[src/rtl/multicycle_control_unit_pkg.sv]
// Shared opcodes, FSM state encoding and default widths for the multi-cycle sequencer.
package multicycle_control_unit_pkg;

  localparam int unsigned INSTR_W_DEF  = 16;
  localparam int unsigned OPCODE_W_DEF = 4;
  localparam int unsigned ADDR_W_DEF   = 8;
  localparam int unsigned ALUOP_W_DEF  = 4;
  localparam int unsigned TIMEOUT_DEF  = 15;

  localparam int unsigned OP_AND  = 0;
  localparam int unsigned OP_OR   = 1;
  localparam int unsigned OP_ADD  = 2;
  localparam int unsigned OP_SUB  = 3;
  localparam int unsigned OP_LD   = 4;
  localparam int unsigned OP_ST   = 5;
  localparam int unsigned OP_JMP  = 6;
  localparam int unsigned OP_BEQ  = 7;
  localparam int unsigned OP_HALT = 15;

  typedef enum logic [2:0] {
    StFetch,
    StDecode,
    StExec,
    StMem,
    StWb,
    StHalt,
    StTrap
  } state_e;

endpackage

[src/rtl/multicycle_control_unit_if.sv]
// Instruction/data memory port between the sequencer (master) and the memory (slave).
interface multicycle_control_unit_if #(
  parameter int unsigned INSTR_W = 16,
  parameter int unsigned ADDR_W  = 8
);

  logic               mem_req;
  logic               mem_we;
  logic               mem_sel_pc;
  logic [ADDR_W-1:0]  mem_addr;
  logic [INSTR_W-1:0] mem_rdata;
  logic               mem_ack;

  modport master (
    output mem_req,
    output mem_we,
    output mem_sel_pc,
    output mem_addr,
    input  mem_rdata,
    input  mem_ack
  );

  modport slave (
    input  mem_req,
    input  mem_we,
    input  mem_sel_pc,
    input  mem_addr,
    output mem_rdata,
    output mem_ack
  );

endinterface

[src/rtl/multicycle_control_unit_decoder.sv]
// Combinational opcode classifier feeding the sequencer FSM.
module multicycle_control_unit_decoder
  import multicycle_control_unit_pkg::*;
#(
  parameter int unsigned OPCODE_W = 4,
  parameter int unsigned ALUOP_W  = 4
) (
  input  logic [OPCODE_W-1:0] opcode_i,
  output logic [ALUOP_W-1:0]  alu_op_o,
  output logic                is_alu_o,
  output logic                is_ld_o,
  output logic                is_st_o,
  output logic                is_jmp_o,
  output logic                is_beq_o,
  output logic                is_halt_o,
  output logic                legal_o
);

  always_comb begin
    alu_op_o  = '0;
    is_alu_o  = 1'b0;
    is_ld_o   = 1'b0;
    is_st_o   = 1'b0;
    is_jmp_o  = 1'b0;
    is_beq_o  = 1'b0;
    is_halt_o = 1'b0;
    case (opcode_i)
      OPCODE_W'(OP_AND), OPCODE_W'(OP_OR), OPCODE_W'(OP_ADD), OPCODE_W'(OP_SUB): begin
        is_alu_o = 1'b1;
        alu_op_o = ALUOP_W'(opcode_i);
      end
      OPCODE_W'(OP_LD):   is_ld_o   = 1'b1;
      OPCODE_W'(OP_ST):   is_st_o   = 1'b1;
      OPCODE_W'(OP_JMP):  is_jmp_o  = 1'b1;
      OPCODE_W'(OP_BEQ):  is_beq_o  = 1'b1;
      OPCODE_W'(OP_HALT): is_halt_o = 1'b1;
      default: ;
    endcase
    legal_o = is_alu_o | is_ld_o | is_st_o | is_jmp_o | is_beq_o | is_halt_o;
  end

endmodule

[src/rtl/multicycle_control_unit.sv]
// Multi-cycle FETCH/DECODE/EXEC/MEM/WB sequencer with bus timeout, illegal trap and HALT/resume.
// Every output is a register loaded with the value for the state being entered.
module multicycle_control_unit
  import multicycle_control_unit_pkg::*;
#(
  parameter int unsigned INSTR_W  = INSTR_W_DEF,
  parameter int unsigned OPCODE_W = OPCODE_W_DEF,
  parameter int unsigned ADDR_W   = ADDR_W_DEF,
  parameter int unsigned ALUOP_W  = ALUOP_W_DEF,
  parameter int unsigned TIMEOUT  = TIMEOUT_DEF
) (
  input  logic                      clk,
  input  logic                      rst_n,
  multicycle_control_unit_if.master mem,
  input  logic                      zero_flag,
  input  logic                      resume,
  output logic [ALUOP_W-1:0]        alu_op,
  output logic                      reg_write,
  output logic                      mem_to_reg,
  output logic                      pc_inc,
  output logic                      pc_load,
  output logic [ADDR_W-1:0]         target,
  output logic                      halted,
  output logic                      illegal,
  output logic                      bus_err
);

  localparam int unsigned CNT_W = (TIMEOUT > 0) ? $clog2(TIMEOUT + 1) : 1;

  state_e              state_q, state_d;
  logic [INSTR_W-1:0]  ir_q, ir_d;
  logic [CNT_W-1:0]    cnt_q, cnt_d;
  logic                mem_req_q, mem_req_d;
  logic                mem_we_q, mem_we_d;
  logic                mem_sel_pc_q, mem_sel_pc_d;
  logic [ADDR_W-1:0]   mem_addr_q, mem_addr_d;
  logic [ALUOP_W-1:0]  alu_op_q, alu_op_d;
  logic                reg_write_q, reg_write_d;
  logic                mem_to_reg_q, mem_to_reg_d;
  logic                pc_inc_q, pc_inc_d;
  logic                pc_load_q, pc_load_d;
  logic                halted_q, halted_d;
  logic                illegal_q, illegal_d;
  logic                bus_err_q, bus_err_d;

  logic [OPCODE_W-1:0] opcode;
  logic [ADDR_W-1:0]   ir_addr;
  logic [ALUOP_W-1:0]  dec_alu_op;
  logic                is_alu, is_ld, is_st, is_jmp, is_beq, is_halt, legal;
  logic                ack_ok, timeout_hit;
  logic [CNT_W-1:0]    cnt_inc;
  logic                unused_ir;

  assign opcode    = ir_q[INSTR_W-1 -: OPCODE_W];
  assign ir_addr   = ir_q[ADDR_W-1:0];
  assign unused_ir = ^ir_q;

  multicycle_control_unit_decoder #(
    .OPCODE_W (OPCODE_W),
    .ALUOP_W  (ALUOP_W)
  ) u_decoder (
    .opcode_i  (opcode),
    .alu_op_o  (dec_alu_op),
    .is_alu_o  (is_alu),
    .is_ld_o   (is_ld),
    .is_st_o   (is_st),
    .is_jmp_o  (is_jmp),
    .is_beq_o  (is_beq),
    .is_halt_o (is_halt),
    .legal_o   (legal)
  );

  // An ack only counts while a request is actually on the bus.
  assign ack_ok      = mem_req_q & mem.mem_ack;
  assign timeout_hit = (TIMEOUT != 0) && (cnt_q == CNT_W'(TIMEOUT - 1));
  assign cnt_inc     = (&cnt_q) ? cnt_q : cnt_q + CNT_W'(1);

  always_comb begin
    state_d      = state_q;
    ir_d         = ir_q;
    cnt_d        = cnt_q;
    mem_req_d    = 1'b0;
    mem_we_d     = 1'b0;
    mem_sel_pc_d = 1'b0;
    mem_addr_d   = '0;
    alu_op_d     = '0;
    reg_write_d  = 1'b0;
    mem_to_reg_d = 1'b0;
    pc_inc_d     = 1'b0;
    pc_load_d    = 1'b0;
    halted_d     = 1'b0;
    illegal_d    = illegal_q;
    bus_err_d    = bus_err_q;
    unique case (state_q)
      StFetch: begin
        if (ack_ok) begin
          ir_d    = mem.mem_rdata;
          state_d = StDecode;
        end else if (mem_req_q && timeout_hit) begin
          bus_err_d = 1'b1;
          halted_d  = 1'b1;
          state_d   = StTrap;
        end else begin
          mem_req_d    = 1'b1;
          mem_sel_pc_d = 1'b1;
          if (mem_req_q) cnt_d = cnt_inc;
        end
      end
      StDecode: begin
        if (!legal) begin
          illegal_d = 1'b1;
          halted_d  = 1'b1;
          state_d   = StTrap;
        end else begin
          // EXEC strobes; zero_flag is captured on the edge that enters EXEC.
          state_d     = StExec;
          alu_op_d    = dec_alu_op;
          reg_write_d = is_alu;
          pc_inc_d    = is_alu | (is_beq & ~zero_flag);
          pc_load_d   = is_jmp | (is_beq & zero_flag);
        end
      end
      StExec: begin
        cnt_d = '0;
        if (is_ld || is_st) begin
          state_d    = StMem;
          mem_req_d  = 1'b1;
          mem_we_d   = is_st;
          mem_addr_d = ir_addr;
        end else if (is_halt) begin
          state_d  = StHalt;
          halted_d = 1'b1;
        end else begin
          state_d      = StFetch;
          mem_req_d    = 1'b1;
          mem_sel_pc_d = 1'b1;
        end
      end
      StMem: begin
        if (ack_ok) begin
          pc_inc_d = 1'b1;
          if (is_ld) begin
            state_d      = StWb;
            reg_write_d  = 1'b1;
            mem_to_reg_d = 1'b1;
          end else begin
            state_d      = StFetch;
            mem_req_d    = 1'b1;
            mem_sel_pc_d = 1'b1;
            cnt_d        = '0;
          end
        end else if (timeout_hit) begin
          bus_err_d = 1'b1;
          halted_d  = 1'b1;
          state_d   = StTrap;
        end else begin
          mem_req_d  = 1'b1;
          mem_we_d   = is_st;
          mem_addr_d = ir_addr;
          cnt_d      = cnt_inc;
        end
      end
      StWb: begin
        state_d      = StFetch;
        mem_req_d    = 1'b1;
        mem_sel_pc_d = 1'b1;
        cnt_d        = '0;
      end
      StHalt: begin
        if (resume) begin
          state_d      = StFetch;
          pc_inc_d     = 1'b1;
          mem_req_d    = 1'b1;
          mem_sel_pc_d = 1'b1;
          cnt_d        = '0;
        end else begin
          halted_d = 1'b1;
        end
      end
      StTrap: halted_d = 1'b1;
      default: state_d = StFetch;
    endcase
  end

  always_ff @(posedge clk or negedge rst_n) begin
    if (!rst_n) begin
      state_q      <= StFetch;
      ir_q         <= '0;
      cnt_q        <= '0;
      mem_req_q    <= 1'b0;
      mem_we_q     <= 1'b0;
      mem_sel_pc_q <= 1'b0;
      mem_addr_q   <= '0;
      alu_op_q     <= '0;
      reg_write_q  <= 1'b0;
      mem_to_reg_q <= 1'b0;
      pc_inc_q     <= 1'b0;
      pc_load_q    <= 1'b0;
      halted_q     <= 1'b0;
      illegal_q    <= 1'b0;
      bus_err_q    <= 1'b0;
    end else begin
      state_q      <= state_d;
      ir_q         <= ir_d;
      cnt_q        <= cnt_d;
      mem_req_q    <= mem_req_d;
      mem_we_q     <= mem_we_d;
      mem_sel_pc_q <= mem_sel_pc_d;
      mem_addr_q   <= mem_addr_d;
      alu_op_q     <= alu_op_d;
      reg_write_q  <= reg_write_d;
      mem_to_reg_q <= mem_to_reg_d;
      pc_inc_q     <= pc_inc_d;
      pc_load_q    <= pc_load_d;
      halted_q     <= halted_d;
      illegal_q    <= illegal_d;
      bus_err_q    <= bus_err_d;
    end
  end

  assign mem.mem_req    = mem_req_q;
  assign mem.mem_we     = mem_we_q;
  assign mem.mem_sel_pc = mem_sel_pc_q;
  assign mem.mem_addr   = mem_addr_q;
  assign alu_op         = alu_op_q;
  assign reg_write      = reg_write_q;
  assign mem_to_reg     = mem_to_reg_q;
  assign pc_inc         = pc_inc_q;
  assign pc_load        = pc_load_q;
  assign target         = ir_addr;
  assign halted         = halted_q;
  assign illegal        = illegal_q;
  assign bus_err        = bus_err_q;

endmodule

[src/flat_wrapper.sv]
// flat-port wrapper written by rule: the top's interface ports become plain ports
module multicycle_control_unit_flat import multicycle_control_unit_pkg::*;
#(
  parameter int unsigned INSTR_W  = INSTR_W_DEF,
  parameter int unsigned OPCODE_W = OPCODE_W_DEF,
  parameter int unsigned ADDR_W   = ADDR_W_DEF,
  parameter int unsigned ALUOP_W  = ALUOP_W_DEF,
  parameter int unsigned TIMEOUT  = TIMEOUT_DEF
)
  (clk, rst_n, zero_flag, resume, alu_op, reg_write, mem_to_reg, pc_inc, pc_load, target, halted, illegal, bus_err, mem_mem_req, mem_mem_we, mem_mem_sel_pc, mem_mem_addr, mem_mem_rdata, mem_mem_ack);
  multicycle_control_unit_if #(.INSTR_W(INSTR_W), .ADDR_W(ADDR_W)) mem_i ();
  input  logic clk;
  input  logic rst_n;
  input  logic zero_flag;
  input  logic resume;
  output logic [ALUOP_W-1:0] alu_op;
  output logic reg_write;
  output logic mem_to_reg;
  output logic pc_inc;
  output logic pc_load;
  output logic [ADDR_W-1:0] target;
  output logic halted;
  output logic illegal;
  output logic bus_err;
  output wire logic [$bits(mem_i.mem_req)-1:0] mem_mem_req;
  output wire logic [$bits(mem_i.mem_we)-1:0] mem_mem_we;
  output wire logic [$bits(mem_i.mem_sel_pc)-1:0] mem_mem_sel_pc;
  output wire logic [$bits(mem_i.mem_addr)-1:0] mem_mem_addr;
  input wire logic [$bits(mem_i.mem_rdata)-1:0] mem_mem_rdata;
  input wire logic [$bits(mem_i.mem_ack)-1:0] mem_mem_ack;
  assign mem_mem_req = mem_i.mem_req;
  assign mem_mem_we = mem_i.mem_we;
  assign mem_mem_sel_pc = mem_i.mem_sel_pc;
  assign mem_mem_addr = mem_i.mem_addr;
  assign mem_i.mem_rdata = mem_mem_rdata;
  assign mem_i.mem_ack = mem_mem_ack;
  multicycle_control_unit #(.INSTR_W(INSTR_W), .OPCODE_W(OPCODE_W), .ADDR_W(ADDR_W), .ALUOP_W(ALUOP_W), .TIMEOUT(TIMEOUT)) u_core (.clk(clk), .rst_n(rst_n), .mem(mem_i), .zero_flag(zero_flag), .resume(resume), .alu_op(alu_op), .reg_write(reg_write), .mem_to_reg(mem_to_reg), .pc_inc(pc_inc), .pc_load(pc_load), .target(target), .halted(halted), .illegal(illegal), .bus_err(bus_err));
endmodule
[config.mk]
export PLATFORM = sky130hd
export DESIGN_NAME = multicycle_control_unit_flat
export DESIGN_NICKNAME = d
export VERILOG_FILES = /design/src/rtl/multicycle_control_unit_pkg.sv /design/src/rtl/multicycle_control_unit_if.sv /design/src/rtl/multicycle_control_unit_decoder.sv /design/src/rtl/multicycle_control_unit.sv /design/src/flat_wrapper.sv
export SDC_FILE = /design/constraint.sdc
export NUM_CORES = 1
export LEC_CHECK = 0
export ABC_AREA = 1
export CAP_MARGIN = 10
export CORE_ASPECT_RATIO = 1.2
export CORE_MARGIN = 2
export CORE_UTILIZATION = 49
export DETAILED_ROUTE_END_ITERATION = 6
export PLACE_DENSITY = 0.8
export SYNTH_ARGS = -nofsm -noshare
export SYNTH_HDL_FRONTEND = slang
export SYNTH_SLANG_ARGS = --single-unit
[constraint.sdc]
create_clock -name clk -period 1.72 [get_ports clk]
set_input_delay 0.172 -clock clk [delete_from_list [all_inputs] [get_ports clk]]
set_output_delay 0.172 -clock clk [all_outputs]
set_load 0.01 [all_outputs]
==> results by group <==
Worst setup path
  • Critical Path RT: 1910 ps
  • Critical path peak fanout: 5
  • Worst Path Arrival: roughly 1700 ps
  • Crit path kind: reg2reg
  • Critical Path Most Common Cell: nand2_1
  • Worst-path cell chain: inv_1 > ha_1 > nand3_1 > nor2_1 > nand2_1 > nand3_4 > o21bai_1 > nand2_1
  • Max incr delay on CP: 400 ps
  • Crit path max-delay cell type: dfrtp_1
  • CP Launch Type: register
  • Worst Path Buf+Inv: 1
  • Critical path's top delay family: simple AND/OR/NAND/NOR gates
  • CP endpoint kind: register

Clock tree
  • Root Buffer: clkbuf_8
  • CTS tree: built
  • Hold Buf Count CTS: 1
  • Clock transition at path regs: around 90 ps
  • Setup repair bufs after CTS: 0
  • H-tree Lvls: 2
  • Post-CTS sizing: 0
  • CTS Buffer Depth: 2
  • TritonCTS Buffers: 5
  • Clk Latency, worst-skew pair: ~300 ps
  • Sink Count: just over 40

Global route
  • Grt total ovfl: 0
  • First-pass GRT wire length: between 6 and 7 mm
  • Antenna violations before repair: 0
  • Total track usage: 19.4%
  • Number of global-route vias before repair: ~1.6k
  • Largest net degree at the start of global routing: between 40 and 50

Finish
  • Fin nets: roughly 310
  • Max reg flops: 12
  • Layout Area Growth over Synthesis: 29.0%
  • Biggest register: u_core.ir_q
  • Non-Filler Cell Area, Final: 2620 um2
  • Fillcell total: around 350
  • Layout Cells excl Fill: around 340
  • Antenna cells: 0
  • Fraction of layout cells with a size suffix above 1: between 15 and 20%

Place
  • Placed cell areas: approximately 2500 um2
  • Port bufs: 46
  • Post-Place Worst Slack: around 130 ps
  • Post-DP HPWL: between 3 and 4 mm
  • Post-placement cell count: 330
  • Gp weighted congestion: between 0.8 and 0.9

Floorplan
  • Core Footprint: just under 4000 um2
  • Starting density of the core: 51.1%
  • Die W: ~63 um
  • Row count: 25
  • I/O pin total: a little over 50
  • Die ar.: around 4700 um2
  • Die Ht: between 70 and 80 um

Routing
  • Via density: slightly below 5
  • Post-DRT Antenna Nets: 0
  • First-pass iteration count of the detailed router: 4
  • Iteration-0 DRC Markers: 67
  • WL/cell: around 12 um
  • WL final: 4.17 mm
  • DRC violations left: 0
  • Via count: roughly 1.6k

Synth
  • Synth cell types: 28
  • Synthesized area: 2030 um2
  • Mean Syn Cell Area: roughly 8.5 um2
  • Post-synth EDFFs: 0
  • #FFs+latches synth: 41
  • Predominant post-synthesis flop cell: dfrtp_1
  • Post-synth ARST share: between 90% and 100%
  • Register area share after synthesis: between 50% and 60%
  • Ys Warns: 0
  • Cells after Synth: ~240

Power and ir drop
  • Sequential share of power: roughly 37%
  • Switching power: about 1.6 mW
  • Gate power share: between 40% and 50%
  • Clock share of power: approximately a fifth
  • Peak supply drop: slightly below 0.9 mV
  • Sw Share: between 30% and 40%
  • P_leak: between 1 and 1.5 nW
  • Int Power: 2.42 mW
  • Power Density: approximately 1500 nW/um2

STA
  • Final period util: 89.2%
  • Final-report max-slew violation count: 0
  • Skew final: about 7 ps
  • Setup ws final: ~190 ps
  • Worst Tran Pin Value: slightly above 500 ps
  • Final setup TNS: 0 ps
  • RSZ-0062 raised after global routing: no
  • Min Hold Slack: ~430 ps
  • # setup viols final: 0
  • Final Hold Vio Count: 0
  • Slew headroom: 66.2%
  • Fin crit period: around 1500 ps
  • Fmax: between 0.6 and 0.7 GHz

Job
  • Max Cap Viol: 0

Hold path
  • HP Class: in2reg

Run status
  • Outcome: finished, final reports clean
==> cell families after synthesis <==
logic type | synth area share [%]
AO/OA/AOI/OAI | 8.01
adder cells (fa/ha/maj) | 1.23
buffers and inverters | 9.92
flip-flops | 50.5
multiplexers | 0.554
other | 0.185
AND/OR/NAND/NOR | 29.6
==> worst paths after layout <==
path / end / cells after the start / start / slack [ps]
worst max-delay path: u_core.cnt_q[0]$_DFFE_PN0P_ / 8 / u_core.cnt_q[0]$_DFFE_PN0P_ / 190
worst min-delay path: u_core.ir_q[15]$_DFFE_PN0P_ / 3 / mem_mem_rdata[15] / 430
worst max register to register: u_core.cnt_q[0]$_DFFE_PN0P_ / 8 / u_core.cnt_q[0]$_DFFE_PN0P_ / 190
worst min register to register: u_core.illegal$_DFFE_PN0P_ / 2 / u_core.illegal$_DFFE_PN0P_ / 480
max in group asynchronous: u_core.reg_write$_DFF_PN0_ / 3 / rst_n / 910
min in group asynchronous: u_core.cnt_q[3]$_DFFE_PN0P_ / 3 / rst_n / 450
==> worst min-delay path: stages <==
cell             delay [ps]
clkdlybuf4s50_1         390
nor2_1                   90
a21oi_1                  40
==> power by group through the flow <==
| stage | logic [mW] | registers [mW] | clock network [mW] |
|---|---|---|---|
| after floorplan | 1.23 | 1.46 | 0 |
| after global placement | 1.66 | 1.48 | 0 |
| after detailed placement | 1.71 | 1.49 | 0 |
| after CTS | 1.72 | 1.47 | 0.809 |
| after global routing | 1.92 | 1.52 | 0.847 |
| final | 1.72 | 1.48 | 0.797 |
==> routing by layer <==
layer	GRT usage, %	share of wire, %	up-vias
met1	20.8	41	745
met4	9.38	1.6	0
met5	0	0	-
met3	6.05	4.8	7
met2	35.2	53	53
li1	-	-	835
==> cells in the mapped netlist (all sizes together) (2+ instances only) <==
cell,count,share of area [%]
nand2,51,11
nand3,10,3.8
nand4,9,2.8
buf,12,4.1
a21oi,14,3.5
o21ai,8,2.0
o211ai,2,0.74
inv,31,5.9
dfrtp,41,51
ha,2,1.2
o21bai,5,1.8
nor2,46,11
==> final cells by class <==
| class | count | area [um2] | share of cell area [%] |
|---|---|---|---|
| Sequential cell | 41 | 1030 | 39.2 |
| Multi-Input combinational cell | 155 | 807 | 30.8 |
| Timing Repair Buffer | 50 | 488 | 18.6 |
| Inverter | 31 | 119 | 4.54 |
| Clock buffer | 5 | 68.8 | 2.63 |
| Tap cell | 54 | 67.6 | 2.58 |
| Clock inverter | 3 | 43.8 | 1.67 |
==> through the flow <==
| step | utilization (%) | total power, mW |
|---|---|---|
| finish | 66.0 | 3.99 |
| global route | 66.0 | 4.28 |
| CTS | 66.0 | 4.00 |
| detailed placement | 62.9 | 3.20 |
| global placement | 62.9 | 3.14 |
| floorplan | - | 2.69 |
==> layout by cell type, fill, tap and decap left out, types with 3 or more instances in the layout <==
cell type        synthesis  final
clkdlybuf4s50_1          0     45
nand2_1                 41     41
dfrtp_1                 41     41
nor2_1                  34     34
inv_1                   25     25
a21oi_1                 14     14
nand2_2                 10     10
nand4_1                  9      9
nor2_2                   9      9
nand3_1                  6      6
o21ai_0                  6      6
inv_2                    5      5
o21bai_1                 5      5
clkbuf_8                 0      5
nor2_4                   3      3
nand3_2                  3      3
buf_4                    9      3
No activity file was read; power rests on OpenSTA's default activity.
==> RTL change 1: new RTL, config.mk and constraints unchanged <==
`ir_q` no longer has a reset.
--- a/src/rtl/multicycle_control_unit.sv
+++ b/src/rtl/multicycle_control_unit.sv
@@ -186,5 +186,4 @@
     if (!rst_n) begin
       state_q      <= StFetch;
-      ir_q         <= '0;
       cnt_q        <= '0;
       mem_req_q    <= 1'b0;
@@ -202,5 +201,4 @@
     end else begin
       state_q      <= state_d;
-      ir_q         <= ir_d;
       cnt_q        <= cnt_d;
       mem_req_q    <= mem_req_d;
@@ -219,4 +217,8 @@
   end
 
+  always_ff @(posedge clk) begin
+    ir_q <= ir_d;
+  end
+
   assign mem.mem_req    = mem_req_q;
   assign mem.mem_we     = mem_we_q;
Formal check against the unedited RTL: differs if rst_n is asserted again (counterexample within 4 cycles, from zero or initial values and one cycle with rst_n low); with rst_n held inactive, the same outputs for 10 cycles.
==> RTL change 1 against the unedited design <==
Sequential cell count did not move; power shrank 16%; setup slack better by 42 ps; critical path type unchanged; highest routed layer unchanged; final area is 4.8% lower; wire length down 7.2%; final cell count is 7.4% lower; fmax grew 2.8%; synthesized area shrank 5.9%.
==> RTL change 1: results (changes against the unedited design) <==
Post-Synth Adder-Cell Area=0.0131 (was 0.0123); status=finished, final reports clean (unchanged); pre-CTS WS=162 ps (was 133 ps); Final #Nets=284 (was 307); clock buffer count=7 (was 5); WL met1=1570 um (was 1710 um); Clk. pwr=0.645 mW (was 0.797 mW); Signal buf overhead=0.197 (was 0.186); via count=1507 (was 1640); Leak=1.23 nW (was 1.30 nW); dpl hpwl=2860 um (was 3080 um); Sequential Power Share=0.412 (was 0.370); crit path max fanout=5 (unchanged); Resize count post-CTS=0 (unchanged); WL met3=177 um (was 201 um); vias in the first global route=1420 (was 1620); Setup Skew=6.19 ps (was 7.17 ps); Final Power=3.36 mW (was 3.99 mW); Cell Int Power=2.10 mW (was 2.42 mW); met3 usage=0.0535 (was 0.0605); Avg Inst Size Synth=9.02 sq um (was 8.53 sq um); Finished Core Util=0.675 (was 0.660); max incr delay on CP=400 ps (about the same); Crit-path slowest cell=dfrtp_1 (unchanged); clock-cell share of area=0.0376 (was 0.0430); multi-input gates=130 (was 155); Synth Area in Compound Gates=0.0524 (was 0.0801); max reg flops=12 (unchanged); Clock Tree Buf Depth=2 (unchanged); first-pass GRT wire length=6130 um (was 6870 um); GRT Util Overall=0.191 (was 0.194); ranking of synthesized cells by area=dfrtp_1 (38%), edfxtp_1 (19%), nand2_1 (8.4%), nor2_1 (5.7%), inv_1 (5.5%) (was dfrtp_1 (51%), nand2_1 (7.6%), nor2_1 (6.3%), inv_1 (4.6%), a21oi_1 (3.5%)); met1 Use GR=0.216 (was 0.208); WL/cell=12.3 um (about the same); sequential cell area share=0.436 (was 0.392); Arr. time, crit path=1670 ps (was 1730 ps); dpl cells=306 (was 330); Buffers excl. clock=50 (unchanged); cts hold-fix bufs=0 (was 1); Met2 Wirelength=2040 um (was 2200 um); Yosys cell types=24 (was 28); Layout fillers=290 (was 349); Routed WL=3870 um (was 4170 um); inverters=33 (was 31); Hold/Removal Path Class=input pin to async pin (was input pin to flop); Placer Congestion=0.913 (was 0.858); Post-synth top cells=nand2_1 (43), dfrtp_1 (29), nor2_1 (29), inv_1 (28), edfxtp_1 (12) (was dfrtp_1 (41), nand2_1 (41), nor2_1 (34), inv_1 (25), a21oi_1 (14)); global routing met2 resource utilization=0.322 (was 0.352); Iter 0 DRT Violations=80 (was 67); asr flop ratio synth=0.707 (was 1.00); Post-synth EDFFs=12 (was 0); multi-input combinational area share=0.254 (was 0.308); Worst IR Drop VDD=809 uV (was 867 uV); largest net degree at the start of global routing=30 (was 42); share of layout cells above drive strength 1=0.118 (was 0.158); Gate Count Post-Synth=212 (was 238); post-synthesis sequential area ratio=0.568 (was 0.505); mux contribution to synthesized area=0 (was 0.00555)
-- RTL change 1: cell types whose count changed in the layout (fill, tap and decap cells not counted), moves of 3 or more --
cell	change
a21oi_1	-11
dfrtp_1	-12
edfxtp_1	+12
inv_1	+3
nand2_2	-4
nand3_1	+4
nand3_2	-3
nor2_1	-5
nor2_2	-4
o21ai_0	+4
o21bai_1	-5
-- RTL change 1: final timing paths --
kind                                       start               endpoint  slack [ps]
max in group asynchronous                  rst_n  u_core.mem.mem_sel_pc        1170
worst min-delay path                       rst_n         u_core.illegal         270
min in group clk                mem_mem_rdata[4]         u_core.ir_q[4]         430
worst max register to register   u_core.cnt_q[0]        u_core.cnt_q[0]         230
worst max-delay path             u_core.cnt_q[0]        u_core.cnt_q[0]         230
worst min register to register    u_core.bus_err         u_core.bus_err         460
-- RTL change 1: worst register-to-register path, stage by stage (launching register included) --
cell	delay, ps
dfrtp_1	400
inv_1	90
ha_1	220
nand3_1	150
nor2_1	70
nand2_2	100
nand3_4	110
o21ai_0	190
nand2_1	70
==> RTL change 2: new RTL, same settings <==
Without the edit above. The package constant `TIMEOUT_DEF` goes from 15 to 14.
--- a/src/rtl/multicycle_control_unit_pkg.sv
+++ b/src/rtl/multicycle_control_unit_pkg.sv
@@ -6,5 +6,5 @@
   localparam int unsigned ADDR_W_DEF   = 8;
   localparam int unsigned ALUOP_W_DEF  = 4;
-  localparam int unsigned TIMEOUT_DEF  = 15;
+  localparam int unsigned TIMEOUT_DEF  = 14;
 
   localparam int unsigned OP_AND  = 0;
Behaviour: same outputs for any inputs over 10 cycles, from zero or initial values and one cycle with rst_n low; that may be too few to reach the edited logic, so the function may still have changed.
==> RTL change 2 against the unedited design <==
Wire length down 1.8%; fmax up 3.4%; sequential share of layout area up 0.53 points; sequential cell count unchanged; synthesized cell count up 2.5%; non-clock buffer count unchanged; combinational power about the same; first-iteration DRC count up 30%; clock skew up 4.0 ps; power down 0.48%; setup slack better by 50 ps; critical path type unchanged; final area down 1.3%; synthesized area down 1.7%.
==> RTL change 2: results (changes against the unedited design) <==
ranking of synthesized cells by area=dfrtp_1 (51%), nand2_1 (9.4%), nor2_1 (7.1%), inv_1 (5.8%), nand3_1 (4.5%) (was dfrtp_1 (51%), nand2_1 (7.6%), nor2_1 (6.3%), inv_1 (4.6%), a21oi_1 (3.5%)); Final #Nets=314 (was 307); met3 usage=0.0704 (was 0.0605); vias in the first global route=1727 (was 1620); critical path capture point=u_core.cnt_q[3] (was u_core.cnt_q[0]); post-synthesis sequential area ratio=0.514 (was 0.505); Worst IR Drop VDD=820 uV (was 867 uV); global routing met2 resource utilization=0.367 (was 0.352); pre-CTS WS=101 ps (was 133 ps); Hold WS=414 ps (was 435 ps); WL met1=1610 um (was 1710 um); Post-synth top cells=nand2_1 (50), dfrtp_1 (41), nor2_1 (38), inv_1 (31), nand3_1 (18) (was dfrtp_1 (41), nand2_1 (41), nor2_1 (34), inv_1 (25), a21oi_1 (14)); root buf cell=clkbuf_8 (unchanged); first-pass GRT wire length=7120 um (was 6870 um); Reg with most FFs=u_core.ir_q (unchanged); Placer Congestion=0.890 (was 0.858); Layout fillers=334 (was 349); f_max=674 MHz (was 652 MHz); Met2 Wirelength=2140 um (was 2200 um); Area after DPL=0.00246 sq mm (was 0.00250 sq mm); Reg2Reg Depth=7 (was 8); status=finished, final reports clean (unchanged); sw frac=0.388 (was 0.394); Iter 0 DRT Violations=87 (was 67); WL met3=293 um (was 201 um); met1 Use GR=0.204 (was 0.208); Clock power frac=0.193 (was 0.200); Arr. time, crit path=1670 ps (was 1730 ps); Setup Skew=11.2 ps (was 7.17 ps); DR top layer=met4 (unchanged); crit path max fanout=7 (was 5); r2r setup slk=240 ps (was 190 ps); share of layout cells above drive strength 1=0.0925 (was 0.158); Worst-Margin Slew=532 ps (was 507 ps); Hold/Removal Path Class=input pin to async pin (was input pin to flop); Final Power=3.97 mW (was 3.99 mW); dpl hpwl=3130 um (was 3080 um); Sequential Power Share=0.374 (was 0.370); vias per cell=5.03 (was 4.84); Multi-input gate area=752 sq um (was 807 sq um); dpl cells=337 (was 330); Yosys cell types=23 (was 28); Avg Inst Size Synth=8.18 sq um (was 8.53 sq um); WL/cell=11.8 um (was 12.3 um); Leak=1.33 nW (was 1.30 nW)
-- RTL change 2: cell count changes after synthesis, sizes merged, moves of 3 or more --
cell    before  now
nand3       10   21
nor2        46   42
o21ai        8   15
o21bai       5    0
inv         31   34
nand4        9    3
-- RTL change 2: cell type report --
type                            count  share of cell area
Timing Repair Buffer               50               0.194
Clock buffer                        6              0.0281
Multi-Input combinational cell    159               0.291
Inverter                           34              0.0494
Sequential cell                    41               0.397
Clock inverter                      2              0.0150
Tap cell                           54              0.0261
-- RTL change 2: worst max-delay path: stages, from the launching register on --
cell and delay [ps]:
dfrtp_1 460, ha_1 240, nand3_2 100, inv_1 60, nand3_1 110, nand3_2 140, o21ai_0 200, nand2_1 60
-- RTL change 2: cells by family after synthesis --
logic type	Yosys count	synth area share
AND/OR/NAND/NOR	123	0.274
buffers and inverters	45	0.111
flip-flops	41	0.514
AO/OA/AOI/OAI	32	0.0865
adder cells (fa/ha/maj)	2	0.0125
other	1	0.00188
